`src/rtl/stopwatch_counter.sv`:
```
// Purpose: run/pause/clear stopwatch timebase; divides core clock to a centisecond tick, cascades ms/sec/min.
// Latency: all outputs registered; counts, o_tick and o_wrap update on the edge that consumes the tick.
// Backpressure: none; pulse inputs are acted on once per high cycle, counts simply free-run while in RUN.
module stopwatch_counter #(
  parameter int CLK_HZ  = 100_000_000,
  parameter int TICK_HZ = 100
) (
  input  logic       i_clk,
  input  logic       i_reset_n,
  input  logic       i_onOff,
  input  logic       i_clear,
  output logic [6:0] o_ms,
  output logic [5:0] o_sec,
  output logic [5:0] o_min,
  output logic       o_running,
  output logic       o_tick,
  output logic       o_wrap
);

  localparam int DIV = CLK_HZ / TICK_HZ;
  localparam int PW  = $clog2(DIV);
  localparam logic [PW-1:0] PRE_MAX = PW'(DIV - 1);

  typedef enum logic [1:0] {
    ST_STOP  = 2'd0,
    ST_RUN   = 2'd1,
    ST_PAUSE = 2'd2
  } state_t;

  state_t        state;
  state_t        state_nxt;
  logic [PW-1:0] presc;
  logic          do_clear;
  logic          advance;
  logic          do_tick;
  logic          ms_last;
  logic          sec_last;
  logic          min_last;

  // Run-state transitions; clear beats on/off outside RUN, on/off beats clear inside RUN.
  always_comb begin
    state_nxt = state;
    do_clear  = 1'b0;
    advance   = 1'b0;
    case (state)
      ST_STOP: begin
        if (i_clear)      do_clear  = 1'b1;
        else if (i_onOff) state_nxt = ST_RUN;
      end
      ST_RUN: begin
        // The pausing edge neither ticks nor moves the prescaler, so the fraction survives.
        if (i_onOff) state_nxt = ST_PAUSE;
        else         advance   = 1'b1;
      end
      ST_PAUSE: begin
        if (i_clear) begin
          state_nxt = ST_STOP;
          do_clear  = 1'b1;
        end else if (i_onOff) begin
          state_nxt = ST_RUN;
        end
      end
      default: state_nxt = ST_STOP;
    endcase
  end

  assign do_tick  = advance && (presc == PRE_MAX);
  assign ms_last  = (o_ms  == 7'd99);
  assign sec_last = (o_sec == 6'd59);
  assign min_last = (o_min == 6'd59);

  // State register; o_running mirrors the state being entered so it is glitch-free and registered.
  always_ff @(posedge i_clk or negedge i_reset_n) begin
    if (!i_reset_n) begin
      state     <= ST_STOP;
      o_running <= 1'b0;
    end else begin
      state     <= state_nxt;
      o_running <= (state_nxt == ST_RUN);
    end
  end

  // Prescaler: advances only while staying in RUN, held in PAUSE, zeroed by an accepted clear.
  always_ff @(posedge i_clk or negedge i_reset_n) begin
    if (!i_reset_n) begin
      presc <= '0;
    end else if (do_clear) begin
      presc <= '0;
    end else if (advance) begin
      presc <= do_tick ? '0 : presc + 1'b1;
    end
  end

  // Count cascade with carry plus the one-cycle tick and wrap pulses aligned with the new counts.
  always_ff @(posedge i_clk or negedge i_reset_n) begin
    if (!i_reset_n) begin
      o_ms   <= '0;
      o_sec  <= '0;
      o_min  <= '0;
      o_tick <= 1'b0;
      o_wrap <= 1'b0;
    end else begin
      o_tick <= do_tick;
      o_wrap <= do_tick && ms_last && sec_last && min_last;
      if (do_clear) begin
        o_ms  <= '0;
        o_sec <= '0;
        o_min <= '0;
      end else if (do_tick) begin
        if (ms_last) begin
          o_ms <= '0;
          if (sec_last) begin
            o_sec <= '0;
            o_min <= min_last ? 6'd0 : o_min + 6'd1;
          end else begin
            o_sec <= o_sec + 6'd1;
          end
        end else begin
          o_ms <= o_ms + 7'd1;
        end
      end
    end
  end

endmodule

```
`config.mk`:
```
export PLATFORM = sky130hd
export DESIGN_NAME = stopwatch_counter
export DESIGN_NICKNAME = d
export VERILOG_FILES = /design/src/rtl/stopwatch_counter.sv
export SDC_FILE = /design/constraint.sdc
export NUM_CORES = 1
export LEC_CHECK = 0
export BUFFER_PORTS_ARGS = -buffer_cell sky130_fd_sc_hd__buf_2
export CORE_UTILIZATION = 30
export DETAILED_ROUTE_END_ITERATION = 10
export HOLD_SLACK_MARGIN = 0.15
export SLEW_MARGIN = 20
export SYNTH_ARGS = -nofsm -noshare
export SYNTH_HDL_FRONTEND = slang
export SYNTH_SLANG_ARGS = --single-unit
```
`constraint.sdc`:
```
create_clock -name i_clk -period 3 [get_ports i_clk]
set_input_delay 0.6 -clock i_clk [delete_from_list [all_inputs] [get_ports i_clk]]
set_output_delay 0.6 -clock i_clk [all_outputs]
set_load 0.1 [all_outputs]
```
==> out/results.ini, run 1 <==
[outcome]
status=complete, no violations

[synthesis]
synth_flop_cell=dfrtp_1
synth_top_area_cell=dfrtp_1
synth.area.mux_share_pct=0.4374
synth-compound-area-share_pct=14.65
synth_common_cells=dfrtp_1 (44), nor2_1 (27), nand2_1 (25)
synth_edf_count=0
ys_seq_area_share_pct=48.11
ys_seq_elements=44
synth.most_common_cell=dfrtp_1
synth_area_sq_um=2288
netlist.area_leader.share_pct=48.11
synth_xor_area_share_pct=5.741
async_flop_share_pct=100.0
netlist_top_cells_area=dfrtp_1 (48%), nor2_1 (4.4%), xor2_1 (4.2%)
netlist-cell-type-count=44
synthSimpleGateAreaFrac_pct=26.19
syn_area_per_cell_sq_um=9.417
synth_top_family_by_area=simple AND/OR/NAND/NOR gates
syn_inst=243
synthAdderAreaFrac_pct=2.187
syn_nets=251
ys_warn_count=0

[drt]
firstDrtPassIters=7
drc_errors=0
drtIter0Drc=136
vias_per_cell=5.122
vias=1895
ant_nets=0
totalWireLength_mm=4.869
post_drt_wl_per_cell_microns=13.16

[placement]
place_congestion=0.7736
port_buffers=25
dp_slack_ns=0.2872
place_area_sq_um=2545
place_hpwl_mm=3.394

[finish]
fin_area_sq_um=2638
nets=278
regArea_sq_um=1101
multi_input_area_sq_um=1131
syn_to_final_growth_pct=15.25
n_antenna_cell=0
post-route-util_pct=35.98
final.fill_count=758
layout-drive-gt1-share_pct=17.34

[sta]
setup_ws_ns=0.5264
finalWorstPathRequiredPeriod_ns=2.474
worst_slew_pin_slew_ns=0.5986
slew_headroom_pct=60.09
finalSetupTns_ns=0
rsz0062_at_grt=false
setup-violations-final=0
max_freq_mhz=404.3
slew_viol_final=0
hold_slack_ns=0.2906
hold_viol_final=0
fin_skew_ns=0.004100
finalCritPeriodShare_pct=82.45

[clock_tree]
hold_buffers=0
post_cts_resized=0
root_buffer=clkbuf_8
cts_tree=built
post_cts_buffers=0
h-tree-depth=2
numCtsBuffers=5
clock_path_buffers=2
numClockSinks=44
clkTransAtPathRegs_ns=0.08
clkLatencyLatePin_ns=0.29

[critical_path]
crit_slowest_cell=or4_1
criticalPathCategory=reg2reg
arrival_ns=2.69
worstRegToRegCells=5
critPathLaunchType=flip-flop
cp-end-kind=flip-flop
path_cells=nor4b_2 > nand4_1 > or4_1 > or4_1 > a21oi_1
crit_required_ns=3.22
r2r_end=o_min[5]
path_common_cell=or4_1
timing.rr.start=presc[2]
cpPeakStageDelay_ns=0.74
crit_path_max_fanout=10
r2r_slack_ns=0.53

[power]
comb_power_share_pct=10.4
swShare_pct=26.34
p_sw_mw=0.2917
p_int_mw=0.8157
p_per_area_nw_per_um2=419.9
power.share.sequential_pct=55.6
peakVddDrop_mv=0.1922
clkPwrFrac_pct=34.0
p_leak_nw=1.176

[floorplan]
boundaryPins=26
dieArea_sq_um=7982
row_count=31
die_w_microns=89.34
die_y_microns=89.34
start_util_pct=31.22
coreArea_sq_um=7331

[grt]
antenna_found_initial=0
track_usage_pct=13.53
grt_overflow=0
grt_pass1_vias=1676
grt_pass1_wl_mm=8.273
grt_max_degree=45

[job]
drv_cap=0

[min_path]
hp-class=in2async

through the flow:
step / cells / power (mW)
2_1_floorplan: 243 / 0.7064
3_3_place_gp: 362 / 0.7415
3_5_place_dp: 362 / 0.7446
4_1_cts: 370 / 1.128
5_1_grt: 370 / 1.165
6_report: 370 / 1.107
cell usage in the layout, fill, tap and decap left out, types with 2 or more instances in the layout:
master and n:
nand3b_1 2, clkbuf_1 2, nor2_1 27, and3_1 6
a31o_2 2, o31ai_1 2, a311oi_1 2, xnor2_1 4
or4_1 3, buf_2 24, buf_4 8, nor2b_1 3
nand2b_1 3, clkbuf_8 6, a31oi_1 2, nand3_1 12
nand2_1 25, dfrtp_1 44, nor3_1 5, nand4_1 10
a211oi_1 2, o21ai_0 14, xor2_1 11, nor4_1 2
o211ai_1 3, inv_1 3, a21oi_1 14, o2111ai_1 4
ha_1 4, o21a_1 2, or3_1 5
critical path, delay by kind of cell, from the launching register on:
kind	cells	cell delay [ns]
and+or+nand+nor	4	1.77
DFF	1	0.48
AOI/OAI and AO/OA	1	0.16
layout make-up:
| type | instances | area share, % |
|---|---|---|
| clock buffer | 8 | 3.416 |
| inverter | 3 | 0.4269 |
| multi-input combinational | 184 | 42.88 |
| sequential | 44 | 41.75 |
| tap | 99 | 4.696 |
| timing repair buffer | 32 | 6.831 |
sequential cells by signal (all words and copies together) (netlist names):
name / flops
presc: 20
o_ms: 7
o_min: 6
o_sec: 6
state: 2
o_running: 1
o_tick: 1
o_wrap: 1
power groups by stage:
stage / clock (mW) / combinational, mW / sequential (mW)
3_5_place_dp: 0 / 0.117 / 0.628
5_1_grt: 0.421 / 0.126 / 0.618
4_1_cts: 0.395 / 0.117 / 0.616
2_1_floorplan: 0 / 0.0423 / 0.664
6_report: 0.377 / 0.115 / 0.616
3_3_place_gp: 0 / 0.114 / 0.628
logic make-up (layout without fill, tap and decap cells):
logic type	count (synthesis)	count (layout)
buffers and inverters	15	43
XOR/XNOR	15	15
multiplexers	1	1
adder cells (fa/ha/maj)	4	4
AO/OA/AOI/OAI	52	52
flip-flops	44	44
AND/OR/NAND/NOR	112	112
how the worst max path moves through the flow:
stage	start	to	slack, ns	cells after the start
6_report	presc[2]	o_min[5]	0.53	5
5_1_grt	presc[2]	o_min[5]	0.38	5
4_1_cts	presc[13]	o_min[5]	0.55	5
3_5_place_dp	i_onOff	o_min[5]	0.29	6
3_3_place_gp	i_onOff	o_min[5]	0.36	6
2_1_floorplan	o_ms[5]	o_min[5]	0.28	6
routing by layer:
layer	routed length, microns	GRT usage (%)	vias to the layer above
met1	2491	19.54	903
met3	184	2.770	8
met5	0	0	-
li1	-	-	939
met4	76	4.185	0
met2	2117	20.26	45
(Power assumes the default switching activity.)
==> run 2: changes to the inputs <==
--- a/config.mk
+++ b/config.mk
@@ -5,6 +5,7 @@
 export SDC_FILE = /design/constraint.sdc
 export NUM_CORES = 1
 export LEC_CHECK = 0
+export ABC_AREA = 1
 export BUFFER_PORTS_ARGS = -buffer_cell sky130_fd_sc_hd__buf_2
 export CORE_UTILIZATION = 30
 export DETAILED_ROUTE_END_ITERATION = 10
==> constraint.sdc (replaced) <==
create_clock -name i_clk -period 2.29 [get_ports i_clk]
set_input_delay 0.458 -clock i_clk [delete_from_list [all_inputs] [get_ports i_clk]]
set_output_delay 0.458 -clock i_clk [all_outputs]
set_load 0.1 [all_outputs]
==> run 2 against run 1 <==
Clock-buffer cell count decreased by 1. Via count rose by 25%. Worst setup slack lost 0.056 ns. Non-clock buffer count shrank 3. Sequential share of layout area down 4.4 points. Final cell count rose by 33%. Routed wire length increased by 22%. Die area up 14%. Hold slack got worse by 0.045 ns. Highest routed layer unchanged.
==> out/results.ini, run 2 <==
[floorplan]
start_util_pct=31.47  ; was 31.22%
boundaryPins=26  ; unchanged
coreArea_sq_um=8341  ; was 7331 sq um
die_y_microns=95.54  ; was 89.34 microns
row_count=33  ; was 31
dieArea_sq_um=9128  ; was 7982 sq um
die_w_microns=95.54  ; was 89.34 microns

[sta]
slew_viol_final=0  ; unchanged
finalWorstPathRequiredPeriod_ns=1.819  ; was 2.474 ns
max_freq_mhz=549.6  ; was 404.3 MHz
finalCritPeriodShare_pct=79.45  ; was 82.45%
hold_viol_final=0  ; unchanged
fin_skew_ns=0.006216  ; was 0.004100 ns
finalSetupTns_ns=0  ; unchanged
slew_headroom_pct=57.05  ; was 60.09%
rsz0062_at_grt=false  ; unchanged
worst_slew_pin_slew_ns=0.6393  ; was 0.5986 ns
hold_slack_ns=0.2452  ; was 0.2906 ns
setup-violations-final=0  ; unchanged

[clock_tree]
clkTransAtPathRegs_ns=0.08  ; about the same
post_cts_resized=0  ; unchanged
numClockSinks=44  ; unchanged
h-tree-depth=2  ; unchanged
clkLatencyLatePin_ns=0.30  ; was 0.29 ns
clock_path_buffers=2  ; unchanged
post_cts_buffers=0  ; unchanged
cts_tree=built  ; unchanged
numCtsBuffers=5  ; unchanged
hold_buffers=0  ; unchanged
root_buffer=clkbuf_8  ; unchanged

[synthesis]
netlist_top_cells_area=dfrtp_1 (42%), nand2_1 (14%), nor2_1 (7.6%)  ; was dfrtp_1 (48%), nor2_1 (4.4%), xor2_1 (4.2%)
synth_top_area_cell=dfrtp_1  ; unchanged
synth.most_common_cell=nand2_1  ; was dfrtp_1
ys_seq_area_share_pct=41.94  ; was 48.11%
synth_edf_count=0  ; unchanged
ys_seq_elements=44  ; unchanged
netlist-cell-type-count=34  ; was 44
synth_flop_cell=dfrtp_1  ; unchanged
ys_warn_count=0  ; unchanged
syn_inst=357  ; was 243
netlist.area_leader.share_pct=41.94  ; was 48.11%
syn_area_per_cell_sq_um=7.353  ; was 9.417 sq um
synth_area_sq_um=2625  ; was 2288 sq um
synth_common_cells=nand2_1 (101), nor2_1 (53), dfrtp_1 (44)  ; was dfrtp_1 (44), nor2_1 (27), nand2_1 (25)
async_flop_share_pct=100.0  ; unchanged
syn_nets=365  ; was 251

[finish]
n_antenna_cell=0  ; unchanged
regArea_sq_um=1101  ; unchanged
regMostFlops=presc  ; unchanged
most-common-layout-cells=nand2_1 (101), nor2_1 (53), dfrtp_1 (44), inv_1 (32), nand3_1 (31)  ; was dfrtp_1 (44), nor2_1 (27), nand2_1 (25), buf_2 (24)
nets=394  ; was 278
fin_area_sq_um=2948  ; was 2638 sq um
layout-drive-gt1-share_pct=15.25  ; was 17.34%
final.fill_count=905  ; was 758
final_common_cell=nand2_1  ; was dfrtp_1
largest_register_ffs=20  ; unchanged
syn_to_final_growth_pct=12.30  ; was 15.25%
top_regs=presc x20, o_ms x7  ; unchanged
multi_input_area_sq_um=1316  ; was 1131 sq um

[drt]
totalWireLength_mm=5.925  ; was 4.869 mm
firstDrtPassIters=4  ; was 7
post_drt_wl_per_cell_microns=12.04  ; was 13.16 microns
drc_errors=0  ; unchanged
drtIter0Drc=114  ; was 136
vias=2378  ; was 1895
ant_nets=0  ; unchanged
vias_per_cell=4.833  ; was 5.122

[grt]
grt_max_degree=45  ; unchanged
grt_pass1_wl_mm=10.20  ; was 8.273 mm
antenna_found_initial=0  ; unchanged
grt_pass1_vias=2216  ; was 1676
track_usage_pct=14.30  ; was 13.53%
grt_overflow=0  ; unchanged

[placement]
place_hpwl_mm=4.261  ; was 3.394 mm
place_area_sq_um=2854  ; was 2545 sq um
port_buffers=25  ; unchanged
place_congestion=0.8400  ; was 0.7736

[critical_path]
crit_required_ns=2.47  ; was 3.22 ns
criticalPathCategory=reg2reg  ; unchanged
critPathLaunchType=flip-flop  ; unchanged
crit_start=o_sec[0]  ; was presc[2]
timing.rr.start=o_sec[0]  ; was presc[2]
arrival_ns=2.00  ; was 2.69 ns
crit_path_max_fanout=7  ; was 10
cp-end-kind=flip-flop  ; unchanged

[power]
peakVddDrop_mv=0.5908  ; was 0.1922 mV
p_per_area_nw_per_um2=625.6  ; was 419.9 nW/um^2
p_leak_nw=1.468  ; was 1.176 nW

[job]
drv_cap=0  ; unchanged

[min_path]
hp-class=in2async  ; unchanged

[outcome]
status=complete, no violations  ; unchanged

## run 2: path summary, 6_finish.rpt
path,end,slack [ns],depth (start not counted)
worst max-delay path,o_min[5],0.47,7
worst min-delay path,o_wrap,0.25,2
worst max register to register,o_min[5],0.47,7
worst min register to register,presc[1],0.53,2
max in group asynchronous,presc[19],1.66,2
min in group i_clk,state[1],0.37,2
## run 2: kinds of logic after synthesis
family | share of synthesized area [%]
simple gates | 40.99
flops | 41.94
compound gates | 3.909
xor+xnor | 3.337
buf+inv | 7.912
fa+ha+maj | 1.907
## run 2: layout make-up
cell class                      count  share of cell area (%)
Inverter                           40                   5.093
Tap cell                          105                   4.457
Timing Repair Buffer               29                   5.263
Clock buffer                        7                   2.929
Multi-Input combinational cell    266                   44.65
Sequential cell                    44                   37.35
Clock inverter                      1                  0.2547
## run 2: stage by stage
step	instances	util, %	setup slack (ns)	total power [mW]
finish	492	35.34	0.4706	1.844
global route	492	35.34	0.2836	1.937
CTS	492	35.34	0.4661	1.865
detailed placement	484	34.22	0.4517	1.344
global placement	484	34.22	0.4575	1.339
floorplan	357	-	0.07721	1.249
## run 2: worst max-delay path, stage by stage (launching register included)
cell	delay, ns
dfrtp_1	0.43
ha_1	0.21
nand3b_1	0.11
o21ai_1	0.33
and2_1	0.38
nand2_4	0.12
nand2_1	0.08
nand2_1	0.05
## run 2: power breakdown
| group | internal, mW | switching [mW] | leakage, nW |
|---|---|---|---|
| logic | 0.0852 | 0.371 | 0.818 |
| registers | 0.819 | 0.0506 | 0.605 |
| clock network | 0.246 | 0.272 | 0.0445 |
## run 2: routing by layer
metal	track usage, %	routed length, microns	vias to the layer above
li1	-	-	1201
met1	19.13	2867	1121
met2	23.10	2710	49
met3	2.472	268	7
met4	5.224	79	0
met5	0	0	-
==> run 3: changes to the inputs <==
==> constraint.sdc (replaced) <==
create_clock -name i_clk -period 1.54 [get_ports i_clk]
set_input_delay 0.308 -clock i_clk [delete_from_list [all_inputs] [get_ports i_clk]]
set_output_delay 0.308 -clock i_clk [all_outputs]
set_load 0.1 [all_outputs]
==> run 3 against run 2 <==
The run now ends with setup timing left. Sequential share of layout area decreased by 6.3 points. Register-to-register slack got worse by 0.49 ns. First-iteration DRC count increased by 25%. Largest cell class unchanged. Routed wire length increased by 16%. Sequential power increased by 51%. Highest routed layer unchanged. Core utilization increased by 8.8 points.
==> out/results.ini, run 3 (same netlist as run 2, synthesis figures left out) <==
[outcome]
status=finished, violations left  ; was complete, no violations
failed_checks=setup timing

[finish]
layout-drive-gt1-share_pct=37.64  ; was 15.25%
post-route-util_pct=44.12  ; was 35.34%
n_antenna_cell=0  ; unchanged
final_common_cell=nand2_1  ; unchanged
regMostFlops=presc  ; unchanged
largest_register_ffs=20  ; unchanged
nets=440  ; was 394
syn_to_final_growth_pct=40.18  ; was 12.30%
top_regs=presc x20, o_ms x7  ; unchanged
most-common-layout-cells=nand2_1 (85), nor2_1 (46), buf_4 (43), inv_1 (30), nand3_1 (27)  ; was nand2_1 (101), nor2_1 (53), dfrtp_1 (44), inv_1 (32), nand3_1 (31)
final.fill_count=850  ; was 905

[sta]
worst_slew_pin_slew_ns=0.6562  ; was 0.6393 ns
setup-violations-final=15  ; was 0
finalWorstPathRequiredPeriod_ns=1.562  ; was 1.819 ns
hold_viol_final=0  ; unchanged
max_freq_mhz=640.3  ; was 549.6 MHz
slew_viol_final=0  ; unchanged
setup_ws_ns=-0.02166  ; was 0.4706 ns
fin_skew_ns=0.01098  ; was 0.006216 ns
slew_headroom_pct=56.26  ; was 57.05%
rsz0062_at_grt=true  ; was false
hold_slack_ns=0.2301  ; was 0.2452 ns
finalSetupTns_ns=-0.1164  ; was 0 ns
finalCritPeriodShare_pct=101.4  ; was 79.45%

[clock_tree]
clkLatencyLatePin_ns=0.30  ; about the same
root_buffer=clkbuf_8  ; unchanged
numClockSinks=44  ; unchanged
cts_tree=built  ; unchanged
h-tree-depth=2  ; unchanged
clkTransAtPathRegs_ns=0.09  ; was 0.08 ns
clock_path_buffers=2  ; unchanged
numCtsBuffers=5  ; unchanged

[critical_path]
crit_path_max_fanout=7  ; unchanged
arrival_ns=1.80  ; was 2.00 ns
criticalPathCategory=reg2reg  ; unchanged
crit_required_ns=1.78  ; was 2.47 ns
cp-end-kind=flip-flop  ; unchanged
worstRegToRegCells=9  ; was 7
timing.rr.start=presc[1]  ; was o_sec[0]
critPathLaunchType=flip-flop  ; unchanged
r2r_slack_ns=-0.02  ; was 0.47 ns
r2r_end=o_sec[2]  ; was o_min[5]

[min_path]
hp-start=i_onOff
hp-class=in2reg  ; was in2async
worstHoldPathCells=2
whs_endpoint=state[1]

[placement]
port_buffers=25  ; unchanged
place_hpwl_mm=4.918  ; was 4.261 mm
place_congestion=0.8643  ; was 0.8400

[power]
p_int_mw=1.900  ; was 1.150 mW
power.share.sequential_pct=43.8  ; was 47.2%
p_per_area_nw_per_um2=812.9  ; was 625.6 nW/um^2
p_leak_nw=1.734  ; was 1.468 nW
p_sw_mw=1.091  ; was 0.6943 mW
comb_power_share_pct=29.2  ; was 24.8%
peakVddDrop_mv=1.125  ; was 0.5908 mV
swShare_pct=36.49  ; was 37.65%
clkPwrFrac_pct=27.0  ; was 28.1%

[floorplan]
dieArea_sq_um=9128  ; unchanged
coreArea_sq_um=8341  ; unchanged
start_util_pct=31.47  ; unchanged
die_y_microns=95.54  ; unchanged
boundaryPins=26  ; unchanged
die_w_microns=95.54  ; unchanged
row_count=33  ; unchanged

[grt]
grt_max_degree=28  ; was 45
grt_overflow=0  ; unchanged
grt_pass1_vias=2431  ; was 2216
antenna_found_initial=0  ; unchanged
track_usage_pct=15.82  ; was 14.30%
grt_pass1_wl_mm=11.10  ; was 10.20 mm

[job]
drv_cap=0  ; unchanged

[drt]
post_drt_wl_per_cell_microns=12.75  ; was 12.04 microns
firstDrtPassIters=4  ; unchanged
vias_per_cell=4.820  ; was 4.833
ant_nets=0  ; unchanged
vias=2593  ; was 2378
totalWireLength_mm=6.862  ; was 5.925 mm
drc_errors=0  ; unchanged
drtIter0Drc=143  ; was 114

==> run 3: cell types whose count changed in the layout (fill, tap and decap cells not counted), moves of 7 or more <==
cell     previous run  this run
buf_4               4        43
dfrtp_1            44        24
nand2_1           101        85
dfrtp_2             0        13
nand2_2             3        14
buf_2              25        18
dfrtp_4             0         7
nor2_1             53        46
==> run 3: area by class of cell <==
class	instances	area (sq um)	area share (%)
multi-input cells	266	1521	41.35
flip-flops and latches	44	1144	31.08
repair buffers	75	633.1	17.21
inverters	40	150.1	4.080
well taps	105	131.4	3.570
clock buffers	8	100.1	2.720
==> run 3: routing by layer <==
| layer | GRT usage (%) | vias up | part of all wire [%] |
|---|---|---|---|
| met5 | 0 | - | 0 |
| met3 | 2.951 | 7 | 3.5 |
| met4 | 5.348 | 0 | 0.95 |
| met2 | 25.65 | 33 | 48 |
| met1 | 21.10 | 1255 | 47 |
| li1 | - | 1298 | - |
==> run 3: critical path, cell delays in order, from the launching register on <==
cell and delay (ns):
dfrtp_1 0.40, ha_4 0.16, buf_6 0.09, nand2_1 0.06, inv_2 0.07, nand4_1 0.18, nor2_4 0.20, buf_6 0.15
nand4_1 0.11, nand2_1 0.09
==> run 3: worst max path at each step <==
stage | from | end | cells past startpoint
after floorplan | o_sec[0] | o_min[5] | 8
after global placement | presc[0] | presc[4] | 10
after detailed placement | presc[0] | presc[4] | 10
after CTS | presc[0] | presc[4] | 10
after global routing | presc[6] | o_min[2] | 10
final | presc[1] | o_sec[2] | 9
==> run 3: what timing repair did <==
| item | 4_1_cts | 5_1_grt |
|---|---|---|
| resized for setup | 11 | 48 |
| pin swaps | 4 | 10 |
| setup endpoints to repair | 16 | 40 |
| cloned | 0 | 2 |
| setup buffers | 1 | 3 |
| hold buffers | 1 | 0 |
| endpoints found under the hold margin | 25 | 0 |
==> run 3: power by group through the flow <==
stage	clock network (mW)	logic, mW	registers, mW
after floorplan	0	0.238	1.65
after global placement	0	0.779	1.32
after detailed placement	0	0.778	1.33
after CTS	0.838	0.802	1.30
after global routing	0.883	0.935	1.32
final	0.808	0.874	1.31
==> run 3: through the flow <==
step,area [sq um],std cells,setup WS (ns),power [mW]
CTS,3438,533,0.006361,2.942
global route,3680,538,-0.1035,3.139
global placement,3291,523,-0.02897,2.101
detailed placement,3291,523,-0.04816,2.104
floorplan,2703,357,-0.1283,1.891
finish,3680,538,-0.02166,2.991
